`src/rtl/gpu_pkg.sv`:
```
// rtl/gpu_pkg.sv - shared warp entry type and dispatch state encoding
package gpu_pkg;

    typedef logic [7:0] warp_reg_t;

    typedef enum logic [1:0] {
        IDLE = 2'd0,
        READ = 2'd1,
        WAIT = 2'd2
    } disp_state_t;

endpackage

```
`src/rtl/rr_arbiter.sv`:
```
// rtl/rr_arbiter.sv - combinational round-robin arbiter, scan starts at ptr
module rr_arbiter #(
    parameter int N = 4
) (
    input  logic [N-1:0]         req,
    input  logic                 enable,
    input  logic [$clog2(N)-1:0] ptr,
    output logic [N-1:0]         grant
);

    logic found;
    int   idx;

    always_comb begin
        grant = '0;
        found = 1'b0;
        idx   = 0;
        for (int k = 0; k < N; k++) begin
            idx = int'(ptr) + k;
            if (idx >= N) idx = idx - N;
            if (enable && !found && req[idx]) begin
                grant[idx] = 1'b1;
                found      = 1'b1;
            end
        end
    end

endmodule

```
`src/rtl/warp_dispatch_ctrl.sv`:
```
// rtl/warp_dispatch_ctrl.sv - arbitrates producer pushes and sequences head dispatch to one core
module warp_dispatch_ctrl
    import gpu_pkg::*;
#(
    parameter int  NUM_REQ = 4,
    parameter int  SIZE    = 8,
    parameter type T       = warp_reg_t
) (
    input  logic                      clk,
    input  logic                      rst,
    input  logic [NUM_REQ-1:0]        req,
    input  T                          req_data [NUM_REQ],
    output logic [NUM_REQ-1:0]        grant,
    output logic                      disp_valid,
    output T                          disp_data,
    input  logic                      disp_ready,
    output logic [$clog2(SIZE+1)-1:0] occupancy,
    output logic                      push_buffer,
    output logic                      pop_buffer,
    output logic                      read_buffer,
    output T                          buf_data_in,
    input  T                          buf_data_out,
    input  logic                      at_capacity
);

    localparam int PW = $clog2(NUM_REQ);
    localparam int OW = $clog2(SIZE + 1);

    disp_state_t   state_q;
    disp_state_t   state_d;
    logic [PW-1:0] rr_ptr;
    logic [PW-1:0] g_idx;
    logic          can_push;

    // Grants are suppressed while reset is asserted so nothing is strobed into the buffer.
    assign can_push = !at_capacity && (occupancy != OW'(SIZE));

    rr_arbiter #(.N(NUM_REQ)) u_arb (
        .req    (req),
        .enable (rst && can_push),
        .ptr    (rr_ptr),
        .grant  (grant)
    );

    assign push_buffer = |grant;

    always_comb begin
        g_idx       = '0;
        buf_data_in = '0;
        for (int i = 0; i < NUM_REQ; i++) begin
            if (grant[i]) begin
                g_idx       = PW'(i);
                buf_data_in = req_data[i];
            end
        end
    end

    always_comb begin
        state_d     = state_q;
        read_buffer = 1'b0;
        pop_buffer  = 1'b0;
        disp_valid  = 1'b0;
        disp_data   = '0;
        case (state_q)
            IDLE: begin
                if (occupancy != '0) state_d = READ;
            end
            READ: begin
                read_buffer = 1'b1;
                state_d     = WAIT;
            end
            WAIT: begin
                disp_valid = 1'b1;
                disp_data  = buf_data_out;
                if (disp_ready) begin
                    pop_buffer = 1'b1;
                    state_d    = IDLE;
                end
            end
            default: state_d = IDLE;
        endcase
    end

    always_ff @(posedge clk) begin
        if (!rst) begin
            state_q   <= IDLE;
            occupancy <= '0;
            rr_ptr    <= '0;
        end else begin
            state_q <= state_d;
            if (push_buffer)
                rr_ptr <= (g_idx == PW'(NUM_REQ - 1)) ? '0 : g_idx + 1'b1;
            case ({push_buffer, pop_buffer})
                2'b10:   occupancy <= occupancy + 1'b1;
                2'b01:   occupancy <= occupancy - 1'b1;
                default: occupancy <= occupancy;
            endcase
        end
    end

endmodule

```
`config.mk`:
```
export PLATFORM = sky130hd
export DESIGN_NAME = warp_dispatch_ctrl
export DESIGN_NICKNAME = d
export VERILOG_FILES = /design/src/rtl/gpu_pkg.sv /design/src/rtl/rr_arbiter.sv /design/src/rtl/warp_dispatch_ctrl.sv
export SDC_FILE = /design/constraint.sdc
export NUM_CORES = 1
export LEC_CHECK = 0
export BUFFER_PORTS_ARGS = -buffer_cell sky130_fd_sc_hd__buf_2
export CORE_MARGIN = 1
export CORE_UTILIZATION = 48
export DETAILED_ROUTE_END_ITERATION = 8
export PLACE_DENSITY = 0.87
export SLEW_MARGIN = 20
export SYNTH_ARGS = -nofsm -noshare
export SYNTH_HDL_FRONTEND = slang
export SYNTH_SLANG_ARGS = --single-unit
```
`constraint.sdc`:
```
create_clock -name clk -period 6.45 [get_ports clk]
set_clock_uncertainty 0.05 [all_clocks]
set_input_delay 0 -clock clk [delete_from_list [all_inputs] [get_ports clk]]
set_output_delay 0 -clock clk [all_outputs]
set_load 0.02 [all_outputs]
```
==> flow_metrics.tcl, run 1 <==
set metrics [dict create \
    status "finished, final reports clean" \
    ys_seq_elements 8 \
    drive_gt1_frac 0.427 \
    avgSynthCellArea_sq_um 8.52 \
    path_max_fanout 19 \
    min_path_type "in -> out" \
    rsz0062_at_grt "false" \
    fin_crit_ps 4380 \
    ant_nets 0 \
    dr_total_vias 1423 \
    maxCapViolCount 0 \
    fmax_ghz 0.228 \
    yosys.area.top_type "dfxtp_1" \
    antenna_found_initial 0 \
    syn_inst 152 \
    required_ps 6580 \
    grt_use_total 0.238 \
    row_count 18 \
    gp_congestion 0.876 \
    initial_utilization 0.513 \
    grt_pass1_vias 1149 \
    antenna-diode-count 0 \
    clk-insertion-delay-late_ps 270 \
    die_area_sq_um 2910 \
    dp_hpwl_um 2750 \
    ioPinCount 76 \
    fp.dieW_um 53.9 \
    grt-ovfl-total 0 \
    final_nets 287 \
    die_h_um 53.9 \
    syn_nets 210 \
    place_area_sq_um 1680 \
    synthDistinctLibCells 41 \
    drt_iter0_markers 64 \
    viasPerCell 5.54 \
    final_common_cell "buf_2" \
    ys_seq_area_frac 0.124 \
    layout_common_cells "buf_2, inv_1, nand2b_1, and2_1" \
    final_area_sq_um 1720 \
    synth_area_leaders "dfxtp_1, ha_1, a31oi_2" \
    clk_pin_slew_worst_paths_ps 70 \
    drc_errors 0 \
    post-cts-setup-buffers 0 \
    total_power_mw 0.394 \
    cts_tree "done" \
    tns_ps 0 \
    worst-slew-pin-transition_ps 804 \
    clk_path_buf_depth 2 \
    worst_setup_path_start_kind "register" \
    wl_per_cell_um 13.1 \
    path_class "reg -> reg" \
    fin_crit_sh 0.679 \
    numCtsBuffers 3 \
    clock_sinks 8 \
    hold_depth 3 \
    r2r_cells 16 \
    cts_max_level 1 \
    arrival_ps 4510 \
    grt_max_degree 20 \
    area_growth_pct 32.9 \
    dr.pass1.iters 5 \
    core_sq_um 2520 \
    n_fill_cell 208 \
    ys.warnings.count 0 \
    grt_pass1_wl_um 5000 \
    port_buffers 75 \
    syn_area_sq_um 1290 \
    cp-end-kind "register" \
    synth_top_area_frac 0.124 \
    hold_violations 0 \
    peakVddDrop_mv 0.170 \
    cts_root_buf "clkbuf_4" \
    report.final.setup_viol 0 \
    slew-limit-headroom 0.463 \
    slew_violations 0 \
    wirelength_um 3370 \
    p_leak_nw 0.928 \
    p_per_area_nw_per_um2 229 \
]
final timing paths:
path / start / slack, ps / to
min: buf_data_out[4] / 270 / disp_data[4]
max: rr_ptr[0]$_SDFFE_PN0P_ / 2070 / occupancy[2]$_SDFFE_PN0P_
min reg2reg: state_q[1]$_SDFFE_PN0P_ / 410 / state_q[0]$_SDFFE_PN0P_
max reg2reg: rr_ptr[0]$_SDFFE_PN0P_ / 2070 / occupancy[2]$_SDFFE_PN0P_
flip-flops by register name, summed over array words and instances (netlist names):
name	count
occupancy	4
state_q	2
rr_ptr	2
worst max-delay path, stage by stage (launching register included):
cell      delay, ps
dfxtp_1         530
inv_1           160
ha_1            360
mux4_2          350
nor4_1          620
and2_4          260
a222oi_1         90
buf_4           210
nor2b_1         170
and3_1          170
ha_1            260
xor2_1          160
ha_1            190
a21oi_1         150
xor2_1           90
or3_1           310
a21boi_0        170
Yosys cell counts, drive strengths merged:
library cell / instances
a21boi: 2
a21oi: 4
a222oi: 2
a22o: 2
a31oi: 8
and2: 13
and3: 3
buf: 4
clkbuf: 3
dfxtp: 8
ha: 10
inv: 15
mux2i: 9
mux4: 4
nand2: 4
nand2b: 11
nand3: 10
nand3b: 1
nand4b: 1
nor2: 2
nor2b: 7
nor3: 1
nor3b: 1
nor4: 2
nor4b: 2
nor4bb: 2
o21a: 1
o21ai: 5
o31ai: 8
or3: 2
or4: 1
xnor2: 2
xor2: 2
metrics by stage:
| stage | instances | hold slack [ps] | worst slack (ps) | util |
|---|---|---|---|---|
| 5_1_grt | 257 | 285 | 1740 | 0.683 |
| 3_5_place_dp | 252 | 254 | 2160 | 0.666 |
| 2_1_floorplan | 152 | 67.5 | 2510 | - |
| 4_1_cts | 257 | 267 | 2110 | 0.683 |
| 3_3_place_gp | 252 | 254 | 2430 | 0.666 |
| 6_report | 257 | 266 | 2070 | 0.683 |
per-layer routing:
| layer | routed length (um) | GRT usage | part of all wire | vias up |
|---|---|---|---|---|
| met3 | 234 | 0.0395 | 0.069 | 7 |
| met4 | 42 | 0.0789 | 0.012 | 0 |
| met1 | 1410 | 0.283 | 0.42 | 639 |
| li1 | - | - | - | 706 |
| met2 | 1690 | 0.424 | 0.50 | 71 |
| met5 | 0 | 0 | 0 | - |
report_power, final:
| group | total, mW | switching [mW] | internal [mW] | leakage (nW) |
|---|---|---|---|---|
| sequential | 0.0839 | 0.0226 | 0.0613 | 0.0651 |
| clock | 0.0412 | 0.0197 | 0.0214 | 0.0138 |
| combinational | 0.269 | 0.150 | 0.119 | 0.849 |
| total | 0.394 | 0.193 | 0.202 | 0.928 |
area by class of cell:
type	instances	area (sq um)	share of cell area
multi-input combinational	122	1030	0.601
timing repair buffer	79	410	0.238
sequential	8	160	0.0930
inverter	15	56.3	0.0327
tap	30	37.5	0.0218
clock buffer	3	22.5	0.0131
cells by family after synthesis:
group	synth area share
fa+ha+maj	0.0966
xor+xnor	0.0271
flops	0.124
buf+inv	0.0773
mux	0.145
compound gates	0.205
simple gates	0.326
repair_timing:
item / CTS / global route
hold buffers: 2 / 0
endpoints found under the hold margin: 3 / 0
gates resized for setup: 0 / 0
Power figures use the tool's default switching activity.
==> run 2, diff against run 1 <==
--- a/config.mk
+++ b/config.mk
@@ -7,9 +7,9 @@
 export LEC_CHECK = 0
 export BUFFER_PORTS_ARGS = -buffer_cell sky130_fd_sc_hd__buf_2
 export CORE_MARGIN = 1
-export CORE_UTILIZATION = 48
+export CORE_UTILIZATION = 40
 export DETAILED_ROUTE_END_ITERATION = 8
-export PLACE_DENSITY = 0.87
+export PLACE_DENSITY = 0.77
 export SLEW_MARGIN = 20
 export SYNTH_ARGS = -nofsm -noshare
 export SYNTH_HDL_FRONTEND = slang
==> constraint.sdc (replaced) <==
create_clock -name clk -period 3.9 [get_ports clk]
set_clock_uncertainty 0.05 [all_clocks]
set_input_delay 0 -clock clk [delete_from_list [all_inputs] [get_ports clk]]
set_output_delay 0 -clock clk [all_outputs]
set_load 0.02 [all_outputs]
==> flow_metrics.tcl, run 2 (synthesis gave the netlist of run 1 again) <==
set metrics [dict create \
    status "complete, but fails checks" \
    failed_checks "negative hold slack" \
    cts_max_level 1 \
    post-route-util 0.593 \
    clk_pin_slew_worst_paths_ps 60 \
    final_area_sq_um 1810 \
    antenna-diode-count 0 \
    report.final.setup_viol 0 \
    cts_root_buf "clkbuf_4" \
    layout_common_cells "buf_2, inv_1, and2_1" \
    arrival_ps 3800 \
    row_count 20 \
    final_nets 291 \
    clk-insertion-delay-late_ps 260 \
    top_regs "occupancy: 4 flops, rr_ptr: 2 flops, state_q: 2 flops" \
    min_path_type "in -> reg" \
    antenna_found_initial 0 \
    dp_hpwl_um 2600 \
    drc_errors 0 \
    grt_max_degree 19 \
    worst_setup_path_start_kind "register" \
    grt_pass1_vias 1197 \
    die_h_um 58.9 \
    rsz0062_at_grt "false" \
    area_growth_pct 39.7 \
    worst-slew-pin-transition_ps 455 \
    clk_path_buf_depth 2 \
    gp_congestion 0.766 \
    p_leak_nw 0.955 \
    tns_ps 0 \
    place_area_sq_um 1740 \
    core_sq_um 3050 \
    numCtsBuffers 3 \
    path_class "reg -> reg" \
    hold_buffers 0 \
    drive_gt1_frac 0.485 \
    final_common_cell "buf_2" \
    clock_sinks 8 \
    largest_reg_flops 4 \
    p_per_area_nw_per_um2 372 \
    path_max_fanout 7 \
    peakVddDrop_mv 0.151 \
    ant_nets 0 \
    maxCapViolCount 0 \
    port_buffers 75 \
    dr.pass1.iters 5 \
    cts_tree "done" \
    slew-limit-headroom 0.696 \
    drt_iter0_markers 59 \
    top_register "occupancy" \
    fin_hold_ws_ps -0.447 \
    wl_per_cell_um 12.0 \
    grt_use_total 0.186 \
    cp-end-kind "register" \
    grt-ovfl-total 0 \
    fp.dieW_um 58.9 \
    hold_violations 1 \
    total_power_mw 0.673 \
    ioPinCount 76 \
    dr_total_vias 1414 \
    wirelength_um 3300 \
    slew_violations 0 \
    initial_utilization 0.424 \
    required_ps 4040 \
    viasPerCell 5.14 \
    fin_crit_sh 0.939 \
    fmax_ghz 0.273 \
    die_area_sq_um 3470 \
    fin_crit_ps 3660 \
    grt_pass1_wl_um 5060 \
]
-- run 2: changes by cell type in the layout (fill, tap and decap cells not counted), moves of 2 or more --
cell	before	now
buf_4	2	8
dfxtp_1	8	6
dlygate4sd3_1	2	0
ha_1	10	8
ha_4	0	2
-- run 2: routing by layer --
metal	wire, um	vias to the layer above	track usage	share of wire
met2	1690	47	0.347	0.51
li1	-	717	-	-
met5	0	-	0	0
met3	176	2	0.0308	0.053
met1	1410	648	0.220	0.43
met4	19	0	0.0442	0.0058
-- run 2: where the power goes --
group,leakage (nW),switching (mW),internal (mW)
clock network,0.0138,0.0318,0.0355
registers,0.0663,0.0319,0.103
logic,0.875,0.257,0.214
-- run 2: cell type report --
cell class                 count  area [sq um]
clock buffer                   3          22.5
tap                           44          55.1
multi-input combinational    122          1070
fill                         295          1240
sequential                     8           165
inverter                      15          56.3
timing repair buffer          83           435
-- run 2: timing repair --
item,4_1_cts,5_1_grt
gates resized for setup,0,9
buffers inserted,0,0
setup endpoints to repair,0,2
-- run 2: stage by stage --
step	setup WS (ps)	hold WS, ps	instances
2_1_floorplan	44.8	67.5	152
3_3_place_gp	242	267	272
3_5_place_dp	97.8	268	272
4_1_cts	66.6	0.750	275
5_1_grt	13.1	1.11	275
6_report	240	-0.447	275
-- run 2: worst paths after layout --
check / start / end / slack, ps / depth (start not counted)
worst max-delay path: rr_ptr[1]$_SDFFE_PN0P_ / occupancy[2]$_SDFFE_PN0P_ / 240 / 15
worst min-delay path: rst / state_q[1]$_SDFFE_PN0P_ / -0.4 / 2
worst max register to register: rr_ptr[1]$_SDFFE_PN0P_ / occupancy[2]$_SDFFE_PN0P_ / 240 / 15
worst min register to register: state_q[0]$_SDFFE_PN0P_ / state_q[0]$_SDFFE_PN0P_ / 390 / 1
-- run 2: critical path, cell delays in order (launching register included) --
cell and delay [ps]:
dfxtp_4 390, inv_1 120, ha_4 290, mux4_2 540, nand2b_4 110, nor2_2 40
a222oi_1 400, nor2b_2 230, and3_1 220, ha_4 180, xor2_1 160, ha_1 170
a21oi_1 50, xor2_1 160, or3_1 310, a21boi_0 160
==> run 3, diff against run 2 <==
--- a/config.mk
+++ b/config.mk
@@ -6,7 +6,7 @@
 export NUM_CORES = 1
 export LEC_CHECK = 0
 export BUFFER_PORTS_ARGS = -buffer_cell sky130_fd_sc_hd__buf_2
-export CORE_MARGIN = 1
+export CORE_MARGIN = 4
 export CORE_UTILIZATION = 40
 export DETAILED_ROUTE_END_ITERATION = 8
 export PLACE_DENSITY = 0.77
==> flow_metrics.tcl, run 3 (synthesis gave the netlist of run 1 again) <==
set metrics [dict create \
    top_register "occupancy" \
    p_per_area_nw_per_um2 366 \
    total_power_mw 0.661 \
    p_clk_frac 0.100 \
    arrival_ps 3780 \
    required_ps 4030 \
    cts_root_buf "clkbuf_4" \
    grt_pass1_wl_um 5540 \
    cts_max_level 1 \
    place_area_sq_um 1740 \
    area_growth_pct 39.6 \
    rsz0062_at_grt "false" \
    die_area_sq_um 4210 \
    ioPinCount 76 \
    grt_use_total 0.161 \
    clock_sinks 8 \
    p_leak_nw 0.954 \
    p_comb_frac 0.696 \
    slew-limit-headroom 0.679 \
    hold_violations 0 \
    grt_pass1_vias 1284 \
    n_fill_cell 311 \
    cp-end-kind "register" \
    drive_gt1_frac 0.478 \
    port_buffers 75 \
    dr.pass1.iters 4 \
    report.final.setup_viol 0 \
    peakVddDrop_mv 0.135 \
    netSwitchingFraction 0.472 \
    final_common_cell "buf_2" \
    largest_reg_flops 4 \
    min_path_type "in -> reg" \
    top_regs "occupancy: 4 flops, rr_ptr: 2 flops, state_q: 2 flops" \
    dp_hpwl_um 2840 \
    p_switching_mw 0.312 \
    drt_iter0_markers 66 \
    slew_violations 0 \
    grt-ovfl-total 0 \
    fp.dieW_um 64.9 \
    seq_power_share 0.205 \
    fmax_ghz 0.274 \
    clk-insertion-delay-late_ps 260 \
    dp_cells 272 \
    viasPerCell 5.04 \
    grt_max_degree 19 \
    ant_nets 0 \
    p_int_mw 0.349 \
    final_area_sq_um 1810 \
    maxCapViolCount 0 \
    clk_path_buf_depth 2 \
    fin_cells 276 \
    gp_congestion 0.856 \
    fin_hold_ws_ps 23.1 \
    status "finished, final reports clean" \
    die_h_um 64.9 \
    dr_total_vias 1390 \
    worst_setup_path_start_kind "register" \
    core_sq_um 3080 \
    fin_crit_ps 3650 \
    numCtsBuffers 3 \
    clk_pin_slew_worst_paths_ps 60 \
    worst-slew-pin-transition_ps 481 \
    fin_crit_sh 0.937 \
    antenna_found_initial 0 \
    wirelength_um 3410 \
    layout_common_cells "buf_2, inv_1, nand2b_1, and2_1, nand3_1" \
    antenna-diode-count 0 \
    cts_tree "done" \
    tns_ps 0 \
    path_max_fanout 7 \
    final_nets 292 \
    initial_utilization 0.421 \
    drc_errors 0 \
    row_count 20 \
    path_class "reg -> reg" \
    wl_per_cell_um 12.4 \
]
==> run 3: worst paths after layout <==
check | start | cells past startpoint | end | slack, ps
setup / recovery | rr_ptr[1]$_SDFFE_PN0P_ | 15 | occupancy[2]$_SDFFE_PN0P_ | 250
hold reg to reg | state_q[1]$_SDFFE_PN0P_ | 1 | state_q[0]$_SDFFE_PN0P_ | 390
hold / removal | disp_ready | 3 | state_q[1]$_SDFFE_PN0P_ | 20
setup reg to reg | rr_ptr[1]$_SDFFE_PN0P_ | 15 | occupancy[2]$_SDFFE_PN0P_ | 250
==> run 3: worst max-delay path, cell delays in order (launching register included) <==
cell      delay (ps)
dfxtp_4          390
inv_1             90
ha_1             330
mux4_2           360
or4_4            530
nor2_1           160
a222oi_1         110
nor2b_2          170
and3_4           160
ha_4             170
xor2_1           140
ha_1             190
a21oi_1          140
xor2_1            90
or3_1            310
a21boi_0         170
==> run 3: through the flow <==
step                      worst slack, ps  utilization
after global routing                 33.1        0.587
after global placement                253        0.567
final                                 247        0.587
after floorplan                      44.8            -
after detailed placement              129        0.567
after CTS                             101        0.577
==> run 3: area by class of cell <==
cell class              instances  area (sq um)  area share
repair buffers                 84           445       0.246
flip-flops and latches          8           165      0.0913
well taps                      44          55.1      0.0304
clock buffers                   3          22.5      0.0125
multi-input cells             122          1060       0.588
inverters                      15          56.3      0.0311
==> run 3: repair_timing <==
action / in CTS / in global routing
resized for setup: 0 / 8
endpoints found under the setup margin: 0 / 2
buffers inserted: 0 / 0
endpoints found under the hold margin: 2 / 0
hold buffers: 1 / 0
==> run 3: metal layers <==
| layer | vias up | global-route usage | part of all wire |
|---|---|---|---|
| li1 | 715 | - | - |
| met1 | 624 | 0.197 | 0.42 |
| met2 | 47 | 0.280 | 0.50 |
| met3 | 4 | 0.0433 | 0.079 |
| met4 | 0 | 0.0317 | 0.0047 |
| met5 | - | 0 | 0 |
==> run 3: power by group through the flow <==
stage	Sequential, mW	Clock (mW)	Combinational [mW]
floorplan	0.140	0	0.316
global placement	0.134	0	0.445
detailed placement	0.136	0	0.452
CTS	0.135	0.0698	0.454
global route	0.139	0.0730	0.507
finish	0.135	0.0658	0.460
